## src/rtl/aclk_set_pkg.sv

```systemverilog
// aclk_set_pkg: shared types and digit limits for the alarm-clock time setter
package aclk_set_pkg;
  typedef enum logic [2:0] {
    IDLE    = 3'd0,
    EDIT_H1 = 3'd1,
    EDIT_H0 = 3'd2,
    EDIT_M1 = 3'd3,
    EDIT_M0 = 3'd4,
    COMMIT  = 3'd5
  } set_state_e;
  typedef enum logic [1:0] {
    DIG_H1 = 2'd0,
    DIG_H0 = 2'd1,
    DIG_M1 = 2'd2,
    DIG_M0 = 2'd3
  } digit_e;
  localparam logic [1:0] H1_MAX     = 2'd2;
  localparam logic [3:0] H0_MAX     = 4'd9;
  localparam logic [3:0] H0_MAX_H20 = 4'd3;
  localparam logic [3:0] M1_MAX     = 4'd5;
  localparam logic [3:0] M0_MAX     = 4'd9;
  typedef struct packed {
    logic [1:0] h1;
    logic [3:0] h0;
    logic [3:0] m1;
    logic [3:0] m0;
  } hhmm_t;
endpackage

```

## src/rtl/aclk_btn_debounce.sv

```systemverilog
// aclk_btn_debounce: 2-FF synchroniser, DB_CYCLES debouncer and rising-edge press pulse
// Ports: clk, reset_n (async active-low), btn (raw) -> level (debounced), press (1-cycle pulse)
module aclk_btn_debounce #(
  parameter int DB_CYCLES = 3
) (
  input  logic clk,
  input  logic reset_n,
  input  logic btn,
  output logic level,
  output logic press
);
  localparam int CW = $clog2(DB_CYCLES + 1);
  logic s1, s2, flip;
  logic [CW-1:0] cnt;
  assign flip = (s2 != level) && cnt == CW'(DB_CYCLES - 1);
  always_ff @(posedge clk or negedge reset_n)
    if (!reset_n) {s1, s2, cnt, level, press} <= '0;
    else begin
      s1    <= btn;
      s2    <= s1;
      cnt   <= (s2 == level || flip) ? '0 : cnt + CW'(1);
      level <= flip ? s2 : level;
      press <= flip && s2;
    end
endmodule

```

## src/rtl/aclk_time_setter.sv

```systemverilog
// aclk_time_setter: turns set/inc/alarm push-buttons into validated HH:MM entry with LD pulses
// Ports: clk, reset_n (async active-low); btn_set, btn_inc, btn_alarm (raw buttons);
//        H_in1/H_in0/M_in1/M_in0 (digits), LD_time/LD_alarm (1-cycle loads), editing, edit_digit.
// Optional: `define ACLK_SET_AUTO_REPEAT_EN enables auto-repeat while btn_inc is held.
import aclk_set_pkg::*;
module aclk_time_setter #(
  parameter int DB_CYCLES      = 3,
  parameter int TIMEOUT_CYCLES = 100,
  parameter int REPEAT_DELAY   = 10,
  parameter int REPEAT_RATE    = 3
) (
  input  logic       clk,
  input  logic       reset_n,
  input  logic       btn_set,
  input  logic       btn_inc,
  input  logic       btn_alarm,
  output logic [1:0] H_in1,
  output logic [3:0] H_in0,
  output logic [3:0] M_in1,
  output logic [3:0] M_in0,
  output logic       LD_time,
  output logic       LD_alarm,
  output logic       editing,
  output logic [1:0] edit_digit
);
  localparam int TW = $clog2(TIMEOUT_CYCLES + 1);
  logic set_p, set_lvl, inc_p, inc_lvl, alarm_lvl, alarm_p;
  logic edit_st, inc_ev, inc_do, tmo, tgt, unused_sink;
  logic [1:0] h1_n;
  logic [3:0] h0_max;
  logic [TW-1:0] to_cnt;
  set_state_e st, st_n;
  hhmm_t w, w_n, sh;
  aclk_btn_debounce #(.DB_CYCLES(DB_CYCLES)) u_set (
    .clk(clk), .reset_n(reset_n), .btn(btn_set), .level(set_lvl), .press(set_p));
  aclk_btn_debounce #(.DB_CYCLES(DB_CYCLES)) u_inc (
    .clk(clk), .reset_n(reset_n), .btn(btn_inc), .level(inc_lvl), .press(inc_p));
  aclk_btn_debounce #(.DB_CYCLES(DB_CYCLES)) u_alarm (
    .clk(clk), .reset_n(reset_n), .btn(btn_alarm), .level(alarm_lvl), .press(alarm_p));
  assign edit_st = st inside {EDIT_H1, EDIT_H0, EDIT_M1, EDIT_M0};
`ifdef ACLK_SET_AUTO_REPEAT_EN
  // rep_cnt restarts on each press; after the first repeat it is rewound so later repeats
  // come every REPEAT_RATE cycles
  logic [7:0] rep_cnt;
  logic rep;
  assign rep = edit_st && inc_lvl && !inc_p && rep_cnt == 8'(REPEAT_DELAY - 1);
  always_ff @(posedge clk or negedge reset_n)
    if (!reset_n) rep_cnt <= '0;
    else rep_cnt <= (inc_p || !inc_lvl || !edit_st) ? '0 : rep ? 8'(REPEAT_DELAY - REPEAT_RATE) : rep_cnt + 8'd1;
  assign inc_ev = inc_p | rep;
  assign unused_sink = ^{set_lvl, alarm_p};
`else
  assign inc_ev = inc_p;
  assign unused_sink = ^{set_lvl, alarm_p, inc_lvl, REPEAT_DELAY > REPEAT_RATE};
`endif
  // set wins over a coincident increment
  assign inc_do = inc_ev && !set_p && edit_st;
  assign tmo = edit_st && !set_p && !inc_ev && to_cnt == TW'(TIMEOUT_CYCLES - 1);
  always_comb begin
    st_n = st;
    if (st == COMMIT || tmo) st_n = IDLE;
    else if (set_p) st_n = st == IDLE ? EDIT_H1 : st == EDIT_H1 ? EDIT_H0 : st == EDIT_H0 ? EDIT_M1 : st == EDIT_M1 ? EDIT_M0 : COMMIT;
  end
  always_comb begin
    h1_n = (w.h1 == H1_MAX) ? 2'd0 : w.h1 + 2'd1;
    h0_max = (w.h1 == H1_MAX) ? H0_MAX_H20 : H0_MAX;
    w_n = w;
    if (tmo) w_n = sh;
    else if (inc_do) begin
      w_n.h1 = st == EDIT_H1 ? h1_n : w.h1;
      // moving into the 20s pulls an out-of-range hour digit down to 3
      w_n.h0 = st == EDIT_H0 ? (w.h0 >= h0_max ? 4'd0 : w.h0 + 4'd1)
             : st == EDIT_H1 && h1_n == H1_MAX && w.h0 > H0_MAX_H20 ? H0_MAX_H20 : w.h0;
      w_n.m1 = st == EDIT_M1 ? (w.m1 >= M1_MAX ? 4'd0 : w.m1 + 4'd1) : w.m1;
      w_n.m0 = st == EDIT_M0 ? (w.m0 >= M0_MAX ? 4'd0 : w.m0 + 4'd1) : w.m0;
    end
  end
  always_ff @(posedge clk or negedge reset_n)
    if (!reset_n) begin
      st         <= IDLE;
      w          <= '0;
      sh         <= '0;
      tgt        <= 1'b0;
      to_cnt     <= '0;
      LD_time    <= 1'b0;
      LD_alarm   <= 1'b0;
      editing    <= 1'b0;
      edit_digit <= 2'd0;
    end else begin
      st         <= st_n;
      w          <= w_n;
      tgt        <= (st == IDLE && set_p) ? alarm_lvl : tgt;
      sh         <= st_n == COMMIT ? w_n : sh;
      to_cnt     <= (!edit_st || set_p || inc_ev || tmo) ? '0 : to_cnt + TW'(1);
      LD_time    <= st_n == COMMIT && !tgt;
      LD_alarm   <= st_n == COMMIT && tgt;
      editing    <= st_n inside {EDIT_H1, EDIT_H0, EDIT_M1, EDIT_M0};
      edit_digit <= st_n == EDIT_H0 ? DIG_H0 : st_n == EDIT_M1 ? DIG_M1 : st_n == EDIT_M0 ? DIG_M0 : DIG_H1;
    end
  assign H_in1 = w.h1;
  assign H_in0 = w.h0;
  assign M_in1 = w.m1;
  assign M_in0 = w.m0;
endmodule
```

## config.mk

```make
export PLATFORM = sky130hd
export DESIGN_NAME = aclk_time_setter
export DESIGN_NICKNAME = d
export VERILOG_FILES = /design/src/rtl/aclk_set_pkg.sv /design/src/rtl/aclk_btn_debounce.sv /design/src/rtl/aclk_time_setter.sv
export SDC_FILE = /design/constraint.sdc
export NUM_CORES = 1
export LEC_CHECK = 0
export ABC_AREA = 1
export BUFFER_PORTS_ARGS = -buffer_cell sky130_fd_sc_hd__buf_2
export CORE_MARGIN = 2
export CORE_UTILIZATION = 60
export DETAILED_ROUTE_END_ITERATION = 6
export HOLD_SLACK_MARGIN = 0.08
export PLACE_DENSITY_LB_ADDON = 0.3
export SLEW_MARGIN = 40
export SYNTH_ARGS = -nofsm -noshare
export SYNTH_HDL_FRONTEND = slang
export SYNTH_SLANG_ARGS = --single-unit
```

## constraint.sdc

```tcl
create_clock -name clk -period 2.7 [get_ports clk]
set_input_delay 0.27 -clock clk [delete_from_list [all_inputs] [get_ports clk]]
set_output_delay 0.27 -clock clk [all_outputs]
set_load 0.02 [all_outputs]
```

# ---- After elaboration in Yosys (flattened, before gate mapping)
# Cells that the tools add are included.
dict set report word_totals {
  out_inout_bits 19
  input_bits 5
  word_cells 117
  n_memories 0
  latch_bits 0
  ram_bits 0
  ff_bits 61
  rom_bits 0
}
dict set report op_classes {
  shift 0
  magnitude_cmp 4
  bitwise_logic 0
  mul 0
  n_div 0
  eq_ne 22
  n_addsub 8
  n_reduce_logical 29
  n_mux 25
}
# cell count
set ops {}
lappend ops {{$mux W4} 8}
lappend ops {{$mux W14} 2}
lappend ops {{$mux W2} 8}
lappend ops {{$logic_and A1 B1 Y1} 15}
lappend ops {{$mux W3} 5}
lappend ops {{$add A4 B1 Y4 const B} 3}
lappend ops {{$eq A3 B2 Y1 const B} 4}
lappend ops {{$eq A3 B3 Y1 const B} 4}
lappend ops {{$eq A2 B2 Y1 const B} 5}
lappend ops {{$add A2 B1 Y2 const B} 4}
lappend ops {{$reduce_bool A4 Y1} 2}
lappend ops {{$add A7 B1 Y7 const B} 1}
lappend ops {{$eq A7 B7 Y1 const B} 1}
lappend ops {{$logic_or A1 B1 Y1} 7}
lappend ops {{$mux W7} 1}
lappend ops {{$eq A3 B1 Y1 const B} 2}
lappend ops {{$ge A4 B3 Y1 const B} 1}
lappend ops {{$ge A4 B4 Y1} 1}
lappend ops {{$ge A4 B4 Y1 const B} 1}
lappend ops {{$gt A4 B2 Y1 const B} 1}
lappend ops {{$logic_not A1 Y1} 4}
lappend ops {{$eq A1 B1 Y1} 3}
lappend ops {{$logic_not A3 Y1} 1}
lappend ops {{$ne A1 B1 Y1} 3}
lappend ops {{$mux W1} 1}

# ---- Depth between registers and ports, before layout
# Gate-level depths: netlist of the first run.
dict set report logic_depth {
  word_depth 11
  depth_mapped 15
  depth_no_buf 15
}

# ---- Hierarchy
# A second synthesis of the first run with hierarchy kept.
dict set report hier_totals {
  hier_cells 373
  area_unflattened_um2 3111.7
}
# module instances area_each_um2 cells_per_inst seq_area_each_um2
set by_module_without_submodules {}
lappend by_module_without_submodules {aclk_time_setter 1 2492.4 319 1101.1}
lappend by_module_without_submodules {aclk_btn_debounce 3 206.4 18 150.1}

# ---- Least setup slack after synthesis of the first run
# No wires, ideal clock.
dict set report synth_path {
  kind {flip-flop to flip-flop}
  start {register w (netlist bit H_in1[1])}
  end {register sh[10] in the netlist's numbering}
  path_stages_with_launch 16
  synth_period_minus_slack_ps 1707
  setup_ps 116
  path_buffers 0
  path_slack_ps 993
  arrival_ps 1590
  required_ps 2584
  path_cell_list {dfrtp_1 inv_1 nor2_1 inv_1 ha_1 nand2_1 nand2_1 nand2_1 nand2_1 nor2_1 nand2_1 nand2_1 nor2_1 nor2_2 nand2_1 nand2_1}
}
# item line
set synth_rtl {}
lappend synth_rtl {{from (decl)} aclk_time_setter.sv:33} ;# hhmm_t w, w_n, sh;
lappend synth_rtl {{from (signal assigned)} aclk_time_setter.sv:91} ;# w <= w_n;
lappend synth_rtl {{to (signal assigned)} aclk_time_setter.sv:93} ;# sh <= st_n == COMMIT ? w_n : sh;
lappend synth_rtl {{to (decl)} aclk_time_setter.sv:33}

# ---- Final worst setup path of the first run
dict set report layout_path {
  start {register st[1]}
  end {register sh[1] in the netlist's numbering}
}
dict set report layout_via {
  elab_chain_len 8
  elab_cells_between_ends 22
  classes_between {eq/ne: 6; mux: 9; reduce/logical: 7}
}
# item line
set layout_rtl {}
lappend layout_rtl {{from (decl)} aclk_time_setter.sv:32} ;# set_state_e st, st_n;
lappend layout_rtl {{from (signal assigned)} aclk_time_setter.sv:90} ;# st <= st_n;
lappend layout_rtl {{$eq A3 B2 Y1 (tied with other cells)} {aclk_time_setter.sv:40, aclk_time_setter.sv:62}}
lappend layout_rtl {{$mux W1 / $reduce_bool A4 Y1 (equally long branches)} {aclk_time_setter.sv:62, aclk_time_setter.sv:40}}
lappend layout_rtl {{$mux W3 / $logic_and A1 B1 Y1 (equally long branches) (3 in a row)} {aclk_time_setter.sv:62, aclk_time_setter.sv:58}}
lappend layout_rtl {{$mux W3 / $logic_or A1 B1 Y1 (equally long branches)} {aclk_time_setter.sv:62, aclk_time_setter.sv:61}}
lappend layout_rtl {{$mux W3} aclk_time_setter.sv:61} ;# if (st == COMMIT || tmo) st_n = IDLE;
lappend layout_rtl {{$eq A3 B3 Y1} aclk_time_setter.sv:93}
# Parallel ways exist; a longest one is shown, timed or not.
# A chain may end at the register's enable or synchronous reset.

==> impl_metrics.tcl, run 1 <==
set metrics [dict create \
    gp_congestion 0.888 \
    pin_count 24 \
    routedWlPerCell_um 11.2 \
    row_count 25 \
    status "finished, final reports clean" \
    power_density_mw_per_mm2 912 \
    synth_common_cells "nand2_1, dfrtp_1, inv_1" \
    drive_gt1_share_pct 11.5 \
    syn2layout_area_growth_pct 13.9 \
    drt_iter0_drc 95 \
    synth.distinct_cells 26 \
    grt_max_degree 62 \
    yosys_warnings 0 \
    synth-edff-count 0 \
    pwr-share-seq_pct 42.9 \
    firstDrtPassIters 4 \
    root_buffer "clkbuf_8" \
    async_reset_ff_share_pct 100 \
    holdPathStages 0 \
    syn-instance-count 372 \
    postRouteAntennaNets 0 \
    numCtsBuffers 9 \
    wl_um 5340 \
    timing.fmax_mhz 468 \
    clk_pin_slew_ps 60 \
    cp-end-kind "register" \
    ctsHtreeMaxLevel 3 \
    drc 0 \
    avgViaCountPerCell 5.00 \
    ys.flop_type "dfrtp_1" \
    min_to "u_alarm.s2" \
    postCtsResizedCells 0 \
    slew_viol_final 0 \
    critPathLaunchType "register" \
    p_leak_nw 1.86 \
    required_ps 2970 \
    cts_tree "done" \
    crit_slowest_cell "nor2_2" \
    p_sw_share_pct 36.6 \
    clockBufferDepth 2 \
    synth_area_mm2 0.00298 \
    insertion_delay_ps 340 \
    hp-start "u_alarm.s1" \
    reg2reg_from "st[1]" \
    clock_skew_ps 8.36 \
    hold_path_class "register to register" \
    slew_headroom_pct 49.7 \
    synth_nets 390 \
    crit_chain "nor2_2 -> nand2_2 -> nand2_1 -> nor2_2 -> nand3_2 -> nand4_1 -> nor2_2 -> nand2_1 -> nand2_1" \
    cp_max_fo 14 \
    arrival_ps 2410 \
    layout.nets 423 \
    p_clk_share_pct 26.5 \
    switchingPower_mw 1.13 \
    synth_top_area_share_pct 51.3 \
    finalSetupViolations 0 \
    crit_type "register to register" \
    syn_avg_cell_area_um2 8.00 \
    coreArea_mm2 0.00475 \
    diodes 0 \
    design_power_total_mw 3.09 \
    finalSetupTns_ps 0 \
    fillCellCount 409 \
    path_buf_inv 0 \
    clock-sinks 61 \
    synth-seq-cells 61 \
    crit_family "simple AND/OR/NAND/NOR gates" \
    antenna_found_initial 0 \
    grt-ovfl-total 0 \
    grt_setup_unrepaired "false" \
    grt_first_pass_wirelength_um 9200 \
    tightest_slew_ps 754 \
    hold_viol 0 \
    r2r_cells 9 \
    die_y_um 74.5 \
    fin_crit_ps 2140 \
    r2r_slack_ps 560 \
    yosysMostFrequentCell "nand2_1" \
    yosys-top-cells-area "dfrtp_1, nand2_1, inv_1" \
    vias 2376 \
    die_w_um 74.5 \
    dieArea_mm2 0.00554 \
    r2r_end "sh[1]" \
    ys_seq_area_share_pct 51.3 \
    p_int_mw 1.96 \
    io_buffers 23 \
    combPwrFrac_pct 30.6 \
    worst_path_largest_cell_delay_ps 520 \
    grt_pass1_vias 2176 \
    postCtsSetupBuffers 0 \
    yosys.area.top_type "dfrtp_1" \
    track_usage_pct 22.3 \
    finalCritPeriodShare_pct 79.2 \
    peakVddDrop_v 0.000577 \
    initial_core_util_pct 62.6 \
    drv_cap 0 \
    dp_hpwl_um 3700 \
]
==> placed cells by master (no fill, tap or decap), types with 2 or more instances in the layout <==
master and count:
nor3b_1 2, inv_1 45, ha_1 13, nor2_1 41
dlygate4sd3_1 4, a21oi_1 3, dfrtp_1 61, o21ai_0 15
nor3_1 3, nand3_1 21, o21ai_1 2, nand3b_1 3
xor2_1 3, nand4_1 5, clkbuf_8 12, buf_2 23
nor2_2 5, nand2_1 135
==> stage by stage <==
stage	instance area [um^2]	setup slack [ps]	hold slack, ps	util [%]	cells
after CTS	3380	537	102	71.1	474
after floorplan	2980	993	-25.6	-	372
after global routing	3390	368	354	71.3	475
after global placement	3150	658	331	66.2	457
final	3390	562	351	71.3	475
after detailed placement	3150	572	338	66.2	457
==> cell families after synthesis <==
family | count (synthesis) | share of synthesized area (%)
AOI/OAI and AO/OA | 24 | 4.62
xor gates and xnor gates | 4 | 1.18
adders and majority gates | 13 | 5.46
buffers and inverters | 52 | 6.97
DFF | 61 | 51.3
muxes | 1 | 0.378
and+or+nand+nor | 217 | 30.1
==> worst register-to-register path: cells and delay by family, from the launching register on <==
family / cells / cell delay (ps)
DFF: 1 / 480
and+or+nand+nor: 9 / 1590
==> registers in the layout, indices dropped and copies added (netlist names), 2 cells and up <==
name / count
sh: 14
to_cnt: 7
H_in0: 4
M_in0: 4
M_in1: 4
st: 3
H_in1: 2
edit_digit: 2
u_alarm.cnt: 2
u_inc.cnt: 2
u_set.cnt: 2
==> how the worst max path moves through the flow <==
stage / startpoint / to / depth (start not counted)
after detailed placement: st[1] / sh[1] / 9
final: st[1] / sh[1] / 9
after CTS: st[1] / sh[1] / 9
after floorplan: H_in1[1] / sh[10] / 15
after global routing: st[1] / sh[1] / 9
after global placement: st[1] / sh[8] / 9
==> power by group through the flow <==
stage | clock (mW) | combinational, mW | sequential, mW
2_1_floorplan | 0 | 0.688 | 1.35
3_3_place_gp | 0 | 0.911 | 1.33
3_5_place_dp | 0 | 0.943 | 1.34
4_1_cts | 0.837 | 0.953 | 1.32
5_1_grt | 0.883 | 1.10 | 1.36
6_report | 0.821 | 0.946 | 1.33
==> routing by layer <==
layer | vias up | part of all wire, % | GRT usage (%)
li1 | 1220 | - | -
met1 | 1095 | 46 | 27.6
met2 | 51 | 48 | 36.6
met3 | 10 | 4.6 | 8.27
met4 | 0 | 1.6 | 6.94
met5 | - | 0 | 0
==> layout make-up <==
| cell class | count | area (um^2) | share of cell area, % |
|---|---|---|---|
| flip-flops and latches | 61 | 1530 | 45.0 |
| clock inverters | 1 | 30.0 | 0.885 |
| inverters | 46 | 173 | 5.09 |
| repair buffers | 28 | 166 | 4.91 |
| well taps | 67 | 83.8 | 2.47 |
| clock buffers | 13 | 169 | 4.98 |
| multi-input cells | 259 | 1240 | 36.7 |
==> repair_timing <==
action | CTS | global route
hold buffers | 3 | 1
setup endpoints to repair | 0 | 0
endpoints found under the hold margin | 3 | 61
Power figures use the tool's default switching activity.
==> run 2, diff against run 1 <==
--- a/config.mk
+++ b/config.mk
@@ -8,7 +8,7 @@
 export ABC_AREA = 1
 export BUFFER_PORTS_ARGS = -buffer_cell sky130_fd_sc_hd__buf_2
 export CORE_MARGIN = 2
-export CORE_UTILIZATION = 60
+export CORE_UTILIZATION = 59
 export DETAILED_ROUTE_END_ITERATION = 6
 export HOLD_SLACK_MARGIN = 0.08
 export PLACE_DENSITY_LB_ADDON = 0.3
==> constraint.sdc (replaced) <==
create_clock -name clk -period 2.05 [get_ports clk]
set_input_delay 0.205 -clock clk [delete_from_list [all_inputs] [get_ports clk]]
set_output_delay 0.205 -clock clk [all_outputs]
set_load 0.02 [all_outputs]
==> run 2 against run 1 <==
Clock power grew 40%. Sequential share of layout area shrank 0.78 points. Fmax grew 19%. Via count grew 0.97%. Worst hold slack lost 3.4 ps. Routed wire length grew 5.2%. Global-route usage grew 0.50 points. Critical path depth is the same. Non-clock buffer count grew 5. Sequential power grew 31%. Count of clock-buffer cells in the layout shrank 3. Worst setup slack lost 310 ps.
==> impl_metrics.tcl, run 2 (synthesis gave the netlist of run 1 again) <==
set metrics [dict create \
    ctsHtreeMaxLevel 3 \
    tightest_slew_ps 567 \
    drt_iter0_drc 156 \
    hold_viol 0 \
    clock_skew_ps 6.51 \
    clk_pin_slew_ps 70 \
    slew_viol_final 0 \
    reg_top3 "sh: 14 flops, to_cnt: 7 flops" \
    r2r_end "edit_digit[0]" \
    largest_register_ffs 14 \
    finalSetupViolations 0 \
    peakVddDrop_v 0.000724 \
    postRouteAntennaNets 0 \
    required_ps 2310 \
    cts_tree "done" \
    slew_headroom_pct 62.2 \
    gp_congestion 0.911 \
    startpoint "st[0]" \
    layout.nets 428 \
    syn2layout_area_growth_pct 15.9 \
    dieArea_mm2 0.00563 \
    wl_met2_um 2670 \
    finalSetupTns_ps 0 \
    crit_type "register to register" \
    clockBufferDepth 2 \
    grt_first_pass_wirelength_um 9530 \
    top_layer_used "met4" \
    p_leak_nw 1.90 \
    power_density_mw_per_mm2 1220 \
    postCtsResizedCells 0 \
    routedWlPerCell_um 11.7 \
    grt-ovfl-total 0 \
    worstSetupEndpoint "edit_digit[0]" \
    row_count 25 \
    grt_setup_unrepaired "false" \
    antenna_found_initial 0 \
    die_y_um 75.0 \
    track_usage_pct 22.8 \
    vias 2399 \
    timing.fmax_mhz 557 \
    cp_max_fo 10 \
    wl_um 5620 \
    most-common-layout-cells "nand2_1, dfrtp_1, inv_1" \
    avgViaCountPerCell 4.99 \
    pin_count 24 \
    regMostFlops "sh" \
    pwr-share-seq_pct 41.4 \
    fin_crit_ps 1790 \
    status "finished, final reports clean" \
    whs_ps 347 \
    routed-wl-met3_um 270 \
    coreArea_mm2 0.00479 \
    drv_cap 0 \
    root_buffer "clkbuf_8" \
    finalCritPeriodShare_pct 87.5 \
    wl_met1_um 2600 \
    grt_pass1_vias 2255 \
    numCtsBuffers 9 \
    clock-sinks 61 \
    hold_path_class "register to register" \
    initial_core_util_pct 62.2 \
    drive_gt1_share_pct 13.0 \
    p_sw_share_pct 36.6 \
    insertion_delay_ps 330 \
    diodes 0 \
    combPwrFrac_pct 31.1 \
    critPathLaunchType "register" \
    grt_max_degree 39 \
    p_int_mw 2.66 \
    final_common_cell "nand2_1" \
    cp-end-kind "register" \
    r2r_slack_ps 260 \
    dp_hpwl_um 3860 \
    p_clk_share_pct 27.5 \
    switchingPower_mw 1.53 \
    firstDrtPassIters 4 \
    reg2reg_from "st[0]" \
    arrival_ps 2050 \
    io_buffers 23 \
    r2r_cells 9 \
    drc 0 \
    die_w_um 75.0 \
]
[run 2: power by group through the flow]
stage                     combinational [mW]  clock [mW]  sequential, mW
after detailed placement                1.30           0            1.75
final                                   1.31        1.15            1.74
after CTS                               1.31        1.18            1.73
after floorplan                        0.906           0            1.78
after global routing                    1.52        1.23            1.77
after global placement                  1.25           0            1.74
[run 2: per-layer routing]
layer | vias to the layer above | GRT usage, %
met3 | 8 | 6.43
met1 | 1093 | 27.9
met4 | 0 | 9.72
met2 | 63 | 37.9
met5 | - | 0
li1 | 1235 | -
[run 2: final cells by class]
| type | instances | area [um^2] |
|---|---|---|
| Tap cell | 67 | 83.8 |
| Sequential cell | 61 | 1530 |
| Clock inverter | 5 | 75.1 |
| Clock buffer | 10 | 138 |
| Inverter | 46 | 173 |
| Timing Repair Buffer | 33 | 213 |
| Fill cell | 372 | 1330 |
| Multi-Input combinational cell | 259 | 1240 |
[run 2: repair_timing]
action / 4_1_cts / 5_1_grt
endpoints found under the hold margin: 26 / 0
setup buffers: 0 / 0
hold buffers: 4 / 0
[run 2: worst min path at each step]
stage | startpoint | end | depth (start not counted)
5_1_grt | u_set.s1 | u_set.s2 | 0
3_5_place_dp | reset_n | editing | 1
6_report | u_inc.s1 | u_inc.s2 | 0
2_1_floorplan | reset_n | H_in0[0] | 0
3_3_place_gp | reset_n | editing | 1
4_1_cts | u_inc.s1 | u_inc.s2 | 0
[run 2: through the flow]
step / power [mW] / setup WS [ps] / utilization, % / std cells / cell area [um^2]
2_1_floorplan: 2.69 / 343 / - / 372 / 2980
3_3_place_gp: 2.98 / 342 / 66.8 / 462 / 3200
3_5_place_dp: 3.04 / 315 / 66.8 / 462 / 3200
4_1_cts: 4.22 / 291 / 72.1 / 481 / 3450
5_1_grt: 4.52 / 90.3 / 72.1 / 481 / 3450
6_report: 4.20 / 255 / 72.1 / 481 / 3450
[run 2: critical path, cell delays in order, from the launching register on]
cell and delay (ps):
dfrtp_1 470, nor2_2 180, nand2_2 100, nand2_1 80, nor2_2 50, nand3_2 190, nand2_1 120, nor2_1 250
nand3_1 160, o21ai_1 110
